## config.mk

```make
export PLATFORM = sky130hd
export DESIGN_NAME = lock_seq_ctrl_flat
export DESIGN_NICKNAME = d
export VERILOG_FILES = /design/src/rtl/lock_seq_ctrl_if.sv /design/src/rtl/lock_seq_ctrl.sv /design/src/flat_wrapper.sv
export SDC_FILE = /design/constraint.sdc
export NUM_CORES = 1
export LEC_CHECK = 0
export CAP_MARGIN = 25
export CORE_ASPECT_RATIO = 1.75
export CORE_MARGIN = 2
export CORE_UTILIZATION = 35
export CTS_CLUSTER_DIAMETER = 60
export CTS_CLUSTER_SIZE = 30
export DETAILED_ROUTE_END_ITERATION = 10
export PLACE_DENSITY = 0.63
export SETUP_SLACK_MARGIN = 0.2
export SLEW_MARGIN = 10
export SYNTH_ARGS = -nofsm -noshare
export SYNTH_HDL_FRONTEND = slang
export SYNTH_SLANG_ARGS = --single-unit
```

## constraint.sdc

```tcl
create_clock -name clk -period 4.7 [get_ports clk]
set_input_delay 1.175 -clock clk [delete_from_list [all_inputs] [get_ports clk]]
set_output_delay 1.175 -clock clk [all_outputs]
set_load 0.02 [all_outputs]
```

## src/rtl/lock_seq_ctrl_if.sv

```systemverilog
// Keypad/status bundle for the combination lock sequencer.
// master: keypad side that strobes digits and commands; slave: the sequencer.
interface lock_seq_ctrl_if;
  logic       digit_valid;
  logic [3:0] digit;
  logic       cancel;
  logic       relock;
  logic       prog;
  logic [1:0] disp_mode;
  logic [2:0] entry_idx;
  logic [1:0] fail_count;
  logic       unlocked;
  logic       ready;

  modport master (
    output digit_valid, digit, cancel, relock, prog,
    input  disp_mode, entry_idx, fail_count, unlocked, ready
  );

  modport slave (
    input  digit_valid, digit, cancel, relock, prog,
    output disp_mode, entry_idx, fail_count, unlocked, ready
  );
endinterface

```

## src/rtl/lock_seq_ctrl.sv

```systemverilog
// Combination lock sequencer: digit entry with running compare, failure
// counting with timed CLOSED/LOCKOUT back-off, and in-place reprogramming.
//
// state   | meaning
// --------+-----------------------------------------------------------
// ENTRY   | accepting digits, comparing each against the stored code
// OPEN    | correct code entered; waiting for relock or prog
// CLOSED  | wrong code; result held for CLOSED_HOLD cycles
// LOCKOUT | MAX_FAIL consecutive failures; all inputs ignored
// PROG    | collecting a new code into the shadow register
module lock_seq_ctrl #(
  parameter int          CODE_LEN       = 6,
  parameter int          MAX_FAIL       = 3,
  parameter int          CLOSED_HOLD    = 8,
  parameter int          LOCKOUT_CYCLES = 64,
  parameter logic [23:0] DEFAULT_CODE   = 24'h722297
) (
  input  logic           clk,
  input  logic           reset,
  lock_seq_ctrl_if.slave bus
);

  typedef enum logic [2:0] {
    S_ENTRY,
    S_OPEN,
    S_CLOSED,
    S_LOCKOUT,
    S_PROG
  } state_t;

  localparam int CW      = CODE_LEN * 4;
  localparam int TMR_MAX = (CLOSED_HOLD > LOCKOUT_CYCLES) ? CLOSED_HOLD : LOCKOUT_CYCLES;
  localparam int TW      = (TMR_MAX > 1) ? $clog2(TMR_MAX) : 1;

  localparam logic [2:0]    LAST_IDX    = 3'(CODE_LEN - 1);
  localparam logic [1:0]    FAIL_MAX    = 2'(MAX_FAIL);
  localparam logic [TW-1:0] CLOSED_LOAD = TW'(CLOSED_HOLD - 1);
  localparam logic [TW-1:0] LOCK_LOAD   = TW'(LOCKOUT_CYCLES - 1);

  state_t        state_q,  state_d;
  logic [CW-1:0] code_q,   code_d;
  logic [CW-1:0] shadow_q, shadow_d;
  logic [2:0]    idx_q,    idx_d;
  logic          err_q,    err_d;
  logic [1:0]    fail_q,   fail_d;
  logic [TW-1:0] tmr_q,    tmr_d;

  logic [3:0] code_digit;
  logic       digit_bad;
  logic       err_new;
  logic [1:0] fail_inc;

  // State and datapath registers with synchronous reset to the factory code.
  always_ff @(posedge clk) begin
    if (reset) begin
      state_q  <= S_ENTRY;
      code_q   <= CW'(DEFAULT_CODE);
      shadow_q <= '0;
      idx_q    <= '0;
      err_q    <= 1'b0;
      fail_q   <= '0;
      tmr_q    <= '0;
    end else begin
      state_q  <= state_d;
      code_q   <= code_d;
      shadow_q <= shadow_d;
      idx_q    <= idx_d;
      err_q    <= err_d;
      fail_q   <= fail_d;
      tmr_q    <= tmr_d;
    end
  end

  // Next-state logic; the compare is folded into the digit-accept edge so the
  // verdict appears the cycle after the last strobe.
  always_comb begin
    state_d  = state_q;
    code_d   = code_q;
    shadow_d = shadow_q;
    idx_d    = idx_q;
    err_d    = err_q;
    fail_d   = fail_q;
    tmr_d    = tmr_q;

    // First digit of the code sits in the top nibble.
    code_digit = code_q[(CW - 4) - 4 * int'(idx_q) +: 4];
    digit_bad  = (bus.digit > 4'd9);
    err_new    = err_q | digit_bad | (bus.digit != code_digit);
    fail_inc   = (fail_q >= FAIL_MAX) ? FAIL_MAX : fail_q + 2'd1;

    case (state_q)
      S_ENTRY: begin
        if (bus.cancel) begin
          idx_d = '0;
          err_d = 1'b0;
        end else if (bus.digit_valid) begin
          if (idx_q == LAST_IDX) begin
            idx_d = '0;
            err_d = 1'b0;
            if (!err_new) begin
              state_d = S_OPEN;
              fail_d  = '0;
            end else begin
              fail_d = fail_inc;
              if (fail_inc == FAIL_MAX) begin
                state_d = S_LOCKOUT;
                tmr_d   = LOCK_LOAD;
              end else begin
                state_d = S_CLOSED;
                tmr_d   = CLOSED_LOAD;
              end
            end
          end else begin
            idx_d = idx_q + 3'd1;
            err_d = err_new;
          end
        end
      end

      S_CLOSED: begin
        if (tmr_q == '0) begin
          state_d = S_ENTRY;
          err_d   = 1'b0;
        end else begin
          tmr_d = tmr_q - 1'b1;
        end
      end

      S_LOCKOUT: begin
        if (tmr_q == '0) begin
          state_d = S_ENTRY;
          fail_d  = '0;
        end else begin
          tmr_d = tmr_q - 1'b1;
        end
      end

      S_OPEN: begin
        if (bus.relock) begin
          state_d = S_ENTRY;
        end else if (bus.prog) begin
          state_d = S_PROG;
          idx_d   = '0;
        end
      end

      S_PROG: begin
        if (bus.cancel || (bus.digit_valid && digit_bad)) begin
          state_d = S_OPEN;
          idx_d   = '0;
        end else if (bus.digit_valid) begin
          shadow_d[(CW - 4) - 4 * int'(idx_q) +: 4] = bus.digit;
          if (idx_q == LAST_IDX) begin
            // Commit the whole new code at once; a partial pass never leaks.
            code_d  = shadow_d;
            idx_d   = '0;
            state_d = S_ENTRY;
          end else begin
            idx_d = idx_q + 3'd1;
          end
        end
      end

      default: begin
        state_d = S_ENTRY;
        idx_d   = '0;
        err_d   = 1'b0;
      end
    endcase
  end

  // Moore status outputs decoded from the current state.
  always_comb begin
    bus.entry_idx  = idx_q;
    bus.fail_count = fail_q;
    bus.unlocked   = (state_q == S_OPEN) || (state_q == S_PROG);
    bus.ready      = (state_q == S_ENTRY) || (state_q == S_PROG);
    case (state_q)
      S_CLOSED:  bus.disp_mode = 2'b01;
      S_OPEN:    bus.disp_mode = 2'b10;
      S_LOCKOUT: bus.disp_mode = 2'b11;
      default:   bus.disp_mode = 2'b00;
    endcase
  end

endmodule

```

## src/flat_wrapper.sv

```systemverilog
// flat-port wrapper written by rule: the top's interface ports become plain ports
module lock_seq_ctrl_flat 
#(
  parameter int          CODE_LEN       = 6,
  parameter int          MAX_FAIL       = 3,
  parameter int          CLOSED_HOLD    = 8,
  parameter int          LOCKOUT_CYCLES = 64,
  parameter logic [23:0] DEFAULT_CODE   = 24'h722297
)
  (clk, reset, bus_digit_valid, bus_digit, bus_cancel, bus_relock, bus_prog, bus_disp_mode, bus_entry_idx, bus_fail_count, bus_unlocked, bus_ready);
  lock_seq_ctrl_if bus_i ();
  input  logic clk;
  input  logic reset;
  input wire logic [$bits(bus_i.digit_valid)-1:0] bus_digit_valid;
  input wire logic [$bits(bus_i.digit)-1:0] bus_digit;
  input wire logic [$bits(bus_i.cancel)-1:0] bus_cancel;
  input wire logic [$bits(bus_i.relock)-1:0] bus_relock;
  input wire logic [$bits(bus_i.prog)-1:0] bus_prog;
  output wire logic [$bits(bus_i.disp_mode)-1:0] bus_disp_mode;
  output wire logic [$bits(bus_i.entry_idx)-1:0] bus_entry_idx;
  output wire logic [$bits(bus_i.fail_count)-1:0] bus_fail_count;
  output wire logic [$bits(bus_i.unlocked)-1:0] bus_unlocked;
  output wire logic [$bits(bus_i.ready)-1:0] bus_ready;
  assign bus_i.digit_valid = bus_digit_valid;
  assign bus_i.digit = bus_digit;
  assign bus_i.cancel = bus_cancel;
  assign bus_i.relock = bus_relock;
  assign bus_i.prog = bus_prog;
  assign bus_disp_mode = bus_i.disp_mode;
  assign bus_entry_idx = bus_i.entry_idx;
  assign bus_fail_count = bus_i.fail_count;
  assign bus_unlocked = bus_i.unlocked;
  assign bus_ready = bus_i.ready;
  lock_seq_ctrl #(.CODE_LEN(CODE_LEN), .MAX_FAIL(MAX_FAIL), .CLOSED_HOLD(CLOSED_HOLD), .LOCKOUT_CYCLES(LOCKOUT_CYCLES), .DEFAULT_CODE(DEFAULT_CODE)) u_core (.clk(clk), .reset(reset), .bus(bus_i));
endmodule
```

# --- After elaboration in Yosys (flattened, before gate mapping) ---
# Index checks and enable logic that the tools add are counted.
word_totals:
  out_inout_bits: 9
  regBits: 63
  word_cells: 100
classes:
  eq_ne: 21
  addsub: 5
  bitwise_logic: 5
  order_cmp: 2
  mux: 40
  shift: 3
  reduce_logical: 17
ops:
  columns: ["cell", "n"]
  rows:
  - ["3-bit two-way mux", 16]
  - ["6-bit two-way mux", 6]
  - ["32-bit negation with 33-bit output", 1]
  - ["4-bit by 33-bit variable shift with 24-bit output (first input constant)", 1]
  - ["4-bit by 33-bit indexed part select with 24-bit output", 1]
  - ["24-bit by 32-bit indexed part select with 4-bit output", 1]
  - ["24-bit bitwise mux", 1]
  - ["3-bit one-hot mux with 4 select lines", 2]
  - ["2-bit two-way mux", 6]
  - ["6-bit one-hot mux with 2 select lines", 1]
  - ["2-bit by 1-bit != test with 1-bit output (second input constant)", 5]
  - ["2-bit != test (second input constant)", 5]
  - ["3-bit AND reduction", 3]
  - ["7-bit AND reduction", 1]
  - ["3-bit by 2-bit == test with 1-bit output (second input constant)", 2]
  - ["3-bit == test (second input constant)", 2]
  - ["6-bit logical NOT", 1]
  - ["3-bit != test (second input constant)", 2]
  - ["2-bit one-hot mux with 3 select lines", 1]
  - ["6-bit AND reduction", 1]
  - ["5-bit by 5-bit subtractor with 6-bit output (first input constant)", 1]
  - ["6-bit by 1-bit subtractor with 6-bit output (second input constant)", 1]
  - ["1-bit two-way mux", 5]
  - ["5-bit AND reduction", 1]
  - ["20 further kinds", 26]

# --- Logic depth before layout (Yosys ltp) ---
# Gate-level depths: netlist of the first run.
depth:
  word_depth: 9
  ltp_mapped: 11
  mapped_depth_nobuf: 10

# --- Least setup slack after synthesis of the first run ---
# Ideal clock, no wire load.
synth_path:
  path_type: "reg2reg"
  startpoint: "register u_core.idx_q[1], in the netlist u_core.bus.entry_idx[1]"
  endpoint: "register u_core.tmr_q[3]"
  slack_ns: 1.798
  stages_incl_launch_ff: 11
  t_arrival_ns: 2.768
  t_required_ns: 4.566
  cell_sequence: "dfxtp_1 -> inv_1 -> ha_1 -> buf_6 -> mux2i_1 -> nor2_1 -> or4_1 -> a221o_1 -> o21a_2 -> nor2_4 -> o32ai_2"
synth_between:
  elab_chain_cells: 6
  elab_cells_between_ends: 8
  cone_classes: "add/sub: 1; eq/ne: 4; shift: 1; bitwise: 1; reduce/logical: 1"
synth_rtl:
  columns: ["element", "line", "rtl"]
  rows:
  - ["from (decl)", "lock_seq_ctrl.sv:43", "logic [2:0] idx_q, idx_d;"]
  - ["from (signal assigned)", "lock_seq_ctrl.sv:67", "idx_q <= idx_d;"]
  - ["5-bit by 5-bit subtractor with 6-bit output", "lock_seq_ctrl.sv:86", "code_digit = code_q[(CW - 4) - 4 * int'(idx_q) +: 4];"]
  - ["24-bit by 32-bit indexed part select with 4-bit output", "lock_seq_ctrl.sv:86", null]
  - ["4-bit != test", "lock_seq_ctrl.sv:88", "err_new = err_q | digit_bad | (bus.digit != code_digit);"]
  - ["1-bit OR", "lock_seq_ctrl.sv:88", null]
  - ["2-bit by 1-bit != test with 1-bit output (no source line)", null, null]
  - ["6-bit AND reduction (no source line) *", null, null]
  - ["to (signal assigned)", "lock_seq_ctrl.sv:70", "tmr_q <= tmr_d;"]
  - ["to (decl)", "lock_seq_ctrl.sv:46", "logic [TW-1:0] tmr_q, tmr_d;"]
# Mark *: on every way between the ends. The rest lies on a longest branch, timed or not.
# A chain may end at the register's enable or synchronous reset.

# --- Worst setup path in the final report of the first run ---
layout_path:
  startpoint: "register u_core.idx_q[1], in the netlist u_core.bus.entry_idx[1]"
  endpoint: "register u_core.code_q[13]"
layout_between:
  elab_chain_cells: 4
  elab_cells_between_ends: 7
  cone_classes: "add/sub: 2; eq/ne: 1; shift: 2; mux: 1; reduce/logical: 1"
layout_rtl:
  columns: ["element", "line", "rtl"]
  rows:
  - ["5-bit by 5-bit subtractor with 6-bit output", "lock_seq_ctrl.sv:152", "shadow_d[(CW - 4) - 4 * int'(idx_q) +: 4] = bus.digit;"]
  - ["32-bit negation with 33-bit output", "lock_seq_ctrl.sv:152", null]
  - ["4-bit by 33-bit indexed part select with 24-bit output or 4-bit by 33-bit variable shift with 24-bit output (tied branches)", "lock_seq_ctrl.sv:152", null]
  - ["24-bit bitwise mux", "lock_seq_ctrl.sv:152", null]
  - ["to (signal assigned)", "lock_seq_ctrl.sv:57", "code_q <= CW'(DEFAULT_CODE);"]
  - ["to (signal assigned)", "lock_seq_ctrl.sv:65", "code_q <= code_d;"]
  - ["to (decl)", "lock_seq_ctrl.sv:41", "logic [CW-1:0] code_q, code_d;"]
# Several ways; a longest one is shown, not always the timed one.

==> results.md, run 1 <==
* Final ANT Viol Nets at 0
* Min Tclk post-route at roughly 3.6 ns
* Syn Std Cell Area at 0.00350 mm2
* Worst hold path depth at 1
* CTS tree: yes
* Yosys synthesis warning count at 0
* Post-synth ARST share at 0%
* WL final at a little under 9 mm
* Internal at about 1100 uW
* Fin crit share at between 70% and 80%
* Clk sinks at 63
* Logic gate share of total power at 6.6%
* Synthesized flop and latch total at 63
* Setup slack, reg-to-reg at 1.15 ns
* Largest net degree at the start of global routing at 46
* Worst R2R Path Depth at 9
* Max Root-Sink Buffers at 2
* First-pass GRT wire length at around 14 mm
* CTS Root Buffer Type: clkbuf_16
* Port-buffer cells at 18
* Top cells by area, synth: dfxtp_1 36%, mux2i_1 12%, nor2_1 5.9%
* Netlist cell types at 61
* Syn_nets at 436
* Worst skew pair latency at roughly 0.33 ns
* Main synth FF type: dfxtp_1
* Critical path peak fanout at 10
* 1st-pass router iterations at 4
* Synth-to-layout area growth at 15.5%
* Skew final at 0.00543 ns
* R2r endpoint: u_core.code_q[13]
* Chip width at 79.6 um
* Critical path cell sequence: inv_1 -> ha_1 -> nor2_1 -> ha_1 -> nor4_1 -> nand3_1 -> mux2i_1 -> nor2_1 -> a211o_1
* CTS buffer count at 9
* Crit-path slowest cell: ha_1
* Clock Power Share at 54.4%
* Initial antenna violation count at 0
* DRC errors left at 0
* Sw Share at 21.9%
* CP endpoint kind: register
* Drt wl/cell at 16.2 um
* H-tree levels at 3
* TNS Setup at 0 ns
* Overall Global Routing Usage at 17.0%
* Vias at around 3.0k
* Rel. slew slack at 35.2%
* R2r startpoint: u_core.bus.entry_idx[1]
* Inserted Diodes at 0
* Post-synth top area share at 36.0%
* Hold Buf Count CTS at 0
* Cell Count, Final, Fillers Out at 548
* Hold Path Origin: u_core.code_q[20]
* Most frequent cells in the layout: 63 x dfxtp_1, 55 x nor2_1, 42 x mux2i_1
* Max Fclk at 0.282 GHz
* Reg clk slew, reported paths at approximately 0.05 ns
* Seq pwr share at slightly below 40%
* Maxcap violations at 0
* WP data arrival at between 3 and 4 ns
* Post-DP HPWL at 6.51 mm
* Outcome: finished, final reports clean
* Pwr dens at 341 mW/mm2
* Placed cell count at 532
* Die area at 0.0109 mm2
* Initial Utilization at between 30% and 40%
* Min-Delay Path Class: register to register
* Hold Vio Cnt, Final at 0
* Row Count at 48
* Commonest non-fill, non-tap cell in the layout: dfxtp_1
* Post-cts sizing count at 0
* Sequential fraction of the synthesis area at 36.0%
* Core box area at 0.00979 mm2
* Vias in the first global route at roughly 2.9k
* Critical Path RT at about 5 ns
* EDFF count, synth at 0
* Worst-Margin Slew at a little under 1 ns
* Crit path kind: register to register
* Slew Limit Fails at 0
* Total congestion overflow at 0
* Fraction of layout cells with a size suffix above 1 at 8.27%
* Type of origin of the critical path: register
* RePlAce Congestion at 0.873
* Syn avg cell area at 8.44 um2
* Area leader, netlist: dfxtp_1
* Leak at 0.00146 uW
* DRT iter0 DRCs at between 100 and 150
* RSZ-0062 raised after global routing: no
* Nets at 439
* Via-to-Cell Ratio at approximately 5.5
* Worst hold endpoint: u_core.code_q[20]
* Post-CTS setup buffer count at 0
* Boundary Pins at 19
* Final setup viols at 0
* VDD IR max at around 180 uV
* NetSw at 302 uW
* Mapped Cells at 415
* CP peak stage delay at 0.66 ns
* Die height at 136 um
==> area by class of cell <==
type | instances | area, um2
fillers | 972 | 5740
multi-input cells | 309 | 2040
flip-flops and latches | 63 | 1260
clock buffers | 12 | 267
repair buffers | 21 | 198
well taps | 125 | 156
clock inverters | 4 | 76.3
inverters | 14 | 52.6
==> cell usage after synthesis (2+ instances only) <==
master	instances
nand2b_1	7
nand3b_1	4
mux2i_1	42
nor4_1	2
o32ai_2	2
and3_1	2
clkbuf_1	18
nand2_1	33
nor3_1	8
o2111a_1	2
o211ai_1	2
o21ai_0	25
o31ai_1	2
nor2b_1	2
buf_2	4
nor2_1	55
a211oi_1	17
inv_1	14
o22ai_1	4
buf_6	4
and2_1	6
nor3b_1	5
dfxtp_1	63
nand3_1	6
ha_1	10
a21oi_1	31
a211o_1	11
==> per-layer routing <==
metal	track usage [%]	wire length, um	share of wire (%)	vias to the layer above
met5	0	0	0	-
met4	10.1	370	4.2	0
met3	2.86	212	2.4	26
met2	33.1	4930	56	51
met1	16.0	3340	38	1426
li1	-	-	-	1490
==> state kept, by name (all words and copies together), names as in the netlist <==
signal                 count
u_core.shadow_q           24
u_core.bus.entry_idx       3
u_core.bus.fail_count      2
u_core.code_q             24
u_core.err_q               1
u_core.state_q             3
u_core.tmr_q               6
==> stage by stage <==
stage / util, % / hold WS, ns / setup slack, ns / total power (uW) / area [um2]
2_1_floorplan: - / 0.430 / 1.80 / 614 / 3500
3_3_place_gp: 37.8 / 0.441 / 1.11 / 638 / 3700
3_5_place_dp: 37.8 / 0.451 / 1.05 / 639 / 3700
4_1_cts: 41.3 / 0.464 / 1.17 / 1390 / 4050
5_1_grt: 41.3 / 0.492 / 0.843 / 1420 / 4050
6_report: 41.3 / 0.462 / 1.15 / 1380 / 4050
==> critical path, delay by kind of cell, from the launching register on <==
kind                       cells  cell delay, ns
AOI/OAI and AO/OA              1            0.29
and+or+nand+nor                4            1.28
buffers and inverters          1            0.19
DFF                            1            0.51
muxes                          1            0.29
adders and majority gates      2            0.88
==> cell families after synthesis <==
logic type / after synthesis / synth area share, %
and+or+nand+nor: 142 / 19.9
AOI/OAI and AO/OA: 113 / 21.8
DFF: 63 / 36.0
buffers and inverters: 43 / 5.89
muxes: 43 / 12.3
adders and majority gates: 11 / 4.14
==> power groups by stage <==
| stage | clock, uW | combinational [uW] | sequential (uW) |
|---|---|---|---|
| finish | 751 | 91.5 | 537 |
| global route | 782 | 98.0 | 537 |
| CTS | 763 | 90.7 | 537 |
| detailed placement | 0 | 90.3 | 548 |
| global placement | 0 | 89.8 | 548 |
| floorplan | 0 | 64.2 | 549 |
==> worst max path at each step <==
stage | start | depth (start not counted) | to | slack [ns]
after floorplan | u_core.bus.entry_idx[1] | 10 | u_core.tmr_q[3] | 1.80
after global placement | bus_digit[2] | 5 | u_core.code_q[1] | 1.11
after detailed placement | bus_digit[2] | 8 | u_core.code_q[10] | 1.05
after CTS | u_core.bus.entry_idx[1] | 9 | u_core.shadow_q[14] | 1.17
after global routing | u_core.bus.entry_idx[1] | 9 | u_core.code_q[13] | 0.84
final | u_core.bus.entry_idx[1] | 9 | u_core.code_q[13] | 1.15
(Power assumes the default switching activity.)
==> run 2, diff against run 1 <==
- clock period: 4.7 -> 3.5 ns (I/O delays scaled with it)
==> run 2 against run 1 <==
Compared with the run above:
- count of clock-buffer cells in the layout rose by 1
- combinational power rose by 39%
- register-to-register slack got worse by 0.63 ns
- wire length fell by 1.5%
- non-clock buffer count rose by 10
- core utilization rose by 0.10 points
- clock power rose by 9.7%
- total power rose by 21%
- clock skew fell by 0.00081 ns
- setup slack got worse by 0.63 ns
- largest power group unchanged
==> results.md, run 2 (same netlist as run 1, synthesis figures left out) <==
* Outcome: finished, final reports clean
* Crit path kind: register to register
* Setup slack, reg-to-reg at 0.52 ns
* Initial Utilization at 35.8%
* Skew final at 0.00462 ns
* Worst R2R Path Depth at 9
* DRT iter0 DRCs at 146
* Met2 Use GR at 32.6%
* Fill cell count at 974
* Clk sinks at 63
* WP data arrival at around 3.2 ns
* WL final at 8.72 mm
* Drt wl/cell at 15.6 um
* CTS Root Buffer Type: clkbuf_16
* Placed instance area at 0.00378 mm2
* Rel. slew slack at approximately 61%
* TNS Setup at 0 ns
* Nets at about 450
* FF+latch area at 0.00126 mm2
* Reg clk slew, reported paths at 0.05 ns
* Internal at around 1300 uW
* Most frequent cells in the layout: 63 x dfxtp_1, 55 x nor2_1, 42 x mux2i_1
* Fraction of layout cells with a size suffix above 1 at 9.93%
* Hold Buf Count CTS at 0
* NetSw at 388 uW
* Clock Power Share at roughly half
* RSZ-0062 raised after global routing: no
* Max Fclk at 0.336 GHz
* Total congestion overflow at 0
* Slew Limit Fails at 0
* Min-Delay Path Class: register to register
* CTS buffer count at 9
* Synth-to-layout area growth at 15.8%
* Worst skew pair latency at 0.33 ns
* Logic gate share of total power at 7.6%
* Post-cts sizing count at 0
* Via-to-Cell Ratio at 5.39
* Seq pwr share at a little over two fifths
* Area occupied by multi-input gates at 0.00204 mm2
* Global route hottest layer: met2
* Overall Global Routing Usage at 17.1%
* Inserted Diodes at 0
* Worst-Margin Slew at around 0.59 ns
* Layout Cell Area excl Fill at 0.00406 mm2
* CP endpoint: u_core.tmr_q[3]
* 1st-pass router iterations at 4
* CP endpoint kind: register
* Critical path startpoint: u_core.bus.entry_idx[1]
* R2r startpoint: u_core.bus.entry_idx[1]
* Core box area at 0.00979 mm2
* Final setup viols at 0
* Boundary Pins at 19
* R2r endpoint: u_core.tmr_q[3]
* Maxcap violations at 0
* Port-buffer cells at 18
* Hold Vio Cnt, Final at 0
* Post-DP HPWL at 6.43 mm
* Leak at 0.00148 uW
* DRC errors left at 0
* Post-CTS setup buffer count at 0
* Sw Share at a little under a quarter
* Chip width at 79.6 um
* Vias in the first global route at 2960
* Final ANT Viol Nets at 0
* VDD IR max at 206 uV
* H-tree levels at 3
* Routing usage on met1 at 16.9%
* Type of origin of the critical path: register
* Min Tclk post-route at 2.98 ns
* First-pass GRT wire length at between 10 and 15 mm
* Die area at 0.0109 mm2
* Largest registers: u_core.code_q x24, u_core.shadow_q x24, u_core.tmr_q x6
* Commonest non-fill, non-tap cell in the layout: dfxtp_1
* Row Count at 48
* Critical Path RT at approximately 3.7 ns
* Die height at between 100 and 150 um
* M3 GR Usage at 3.32%
* RePlAce Congestion at 0.784
* Critical path peak fanout at 10
* Pwr dens at 412 mW/mm2
* CTS tree: yes
* Initial antenna violation count at 0
* Fin crit share at a little under nine tenths
* Vias at 3009
* Largest net degree at the start of global routing at 50
* Max Root-Sink Buffers at 2
## run 2: changes by cell type in the layout (fill, tap and decap cells not counted)
cell,delta
buf_4,+10
clkbuf_1,+2
clkinv_2,+2
clkinv_4,-1
bufinv_16,-2
clkbuf_8,-1
## run 2: how the worst min path moves through the flow
stage | start | endpoint | slack [ns] | depth (start not counted)
floorplan | u_core.code_q[21] | u_core.code_q[21] | 0.43 | 1
global placement | u_core.code_q[7] | u_core.code_q[7] | 0.44 | 1
detailed placement | u_core.code_q[21] | u_core.code_q[21] | 0.45 | 1
CTS | u_core.code_q[21] | u_core.code_q[21] | 0.46 | 1
global route | u_core.code_q[21] | u_core.code_q[21] | 0.47 | 1
finish | u_core.code_q[21] | u_core.code_q[21] | 0.46 | 1
## run 2: final cells by class
cell class,count,area share [%]
repair buffers,31,6.72
inverters,14,1.30
multi-input cells,309,50.2
well taps,125,3.85
clock buffers,13,6.41
flip-flops and latches,63,31.1
clock inverters,3,0.432
## run 2: through the flow
| step | hold slack, ns | setup WS (ns) | instances | power (uW) | utilization [%] |
|---|---|---|---|---|---|
| floorplan | 0.430 | 0.598 | 415 | 824 | - |
| global placement | 0.444 | 0.502 | 542 | 862 | 38.6 |
| detailed placement | 0.445 | 0.469 | 542 | 862 | 38.6 |
| CTS | 0.460 | 0.507 | 558 | 1690 | 41.4 |
| global route | 0.474 | 0.353 | 558 | 1740 | 41.4 |
| finish | 0.461 | 0.523 | 558 | 1670 | 41.4 |
## run 2: critical path, stage by stage (launching register included)
cell and delay, ns:
dfxtp_1 0.32, inv_1 0.11, ha_1 0.63, mux2i_1 0.25
nor2_1 0.07, or4_1 0.50, a221o_1 0.43, o21a_2 0.27
nor2_4 0.15, o32ai_2 0.11
## run 2: power by group through the flow
stage          Sequential, uW  Combinational [uW]  Clock, uW
2_1_floorplan             738                86.3          0
3_3_place_gp              736                 126          0
3_5_place_dp              736                 127          0
4_1_cts                   721                 127        844
5_1_grt                   720                 137        880
6_report                  721                 127        824
## run 2: metal layers
metal / vias up / share of wire (%)
met5: - / 0
met4: 0 / 3.5
met3: 18 / 2.4
met2: 44 / 56
met1: 1432 / 38
li1: 1515 / -
==> run 3, diff against run 2 <==
- CAP_MARGIN: 25 -> 20
- TNS_END_PERCENT: unset -> 50
==> results of run 3 <==
Final layout, timing and power as in run 2 (identical DEF).
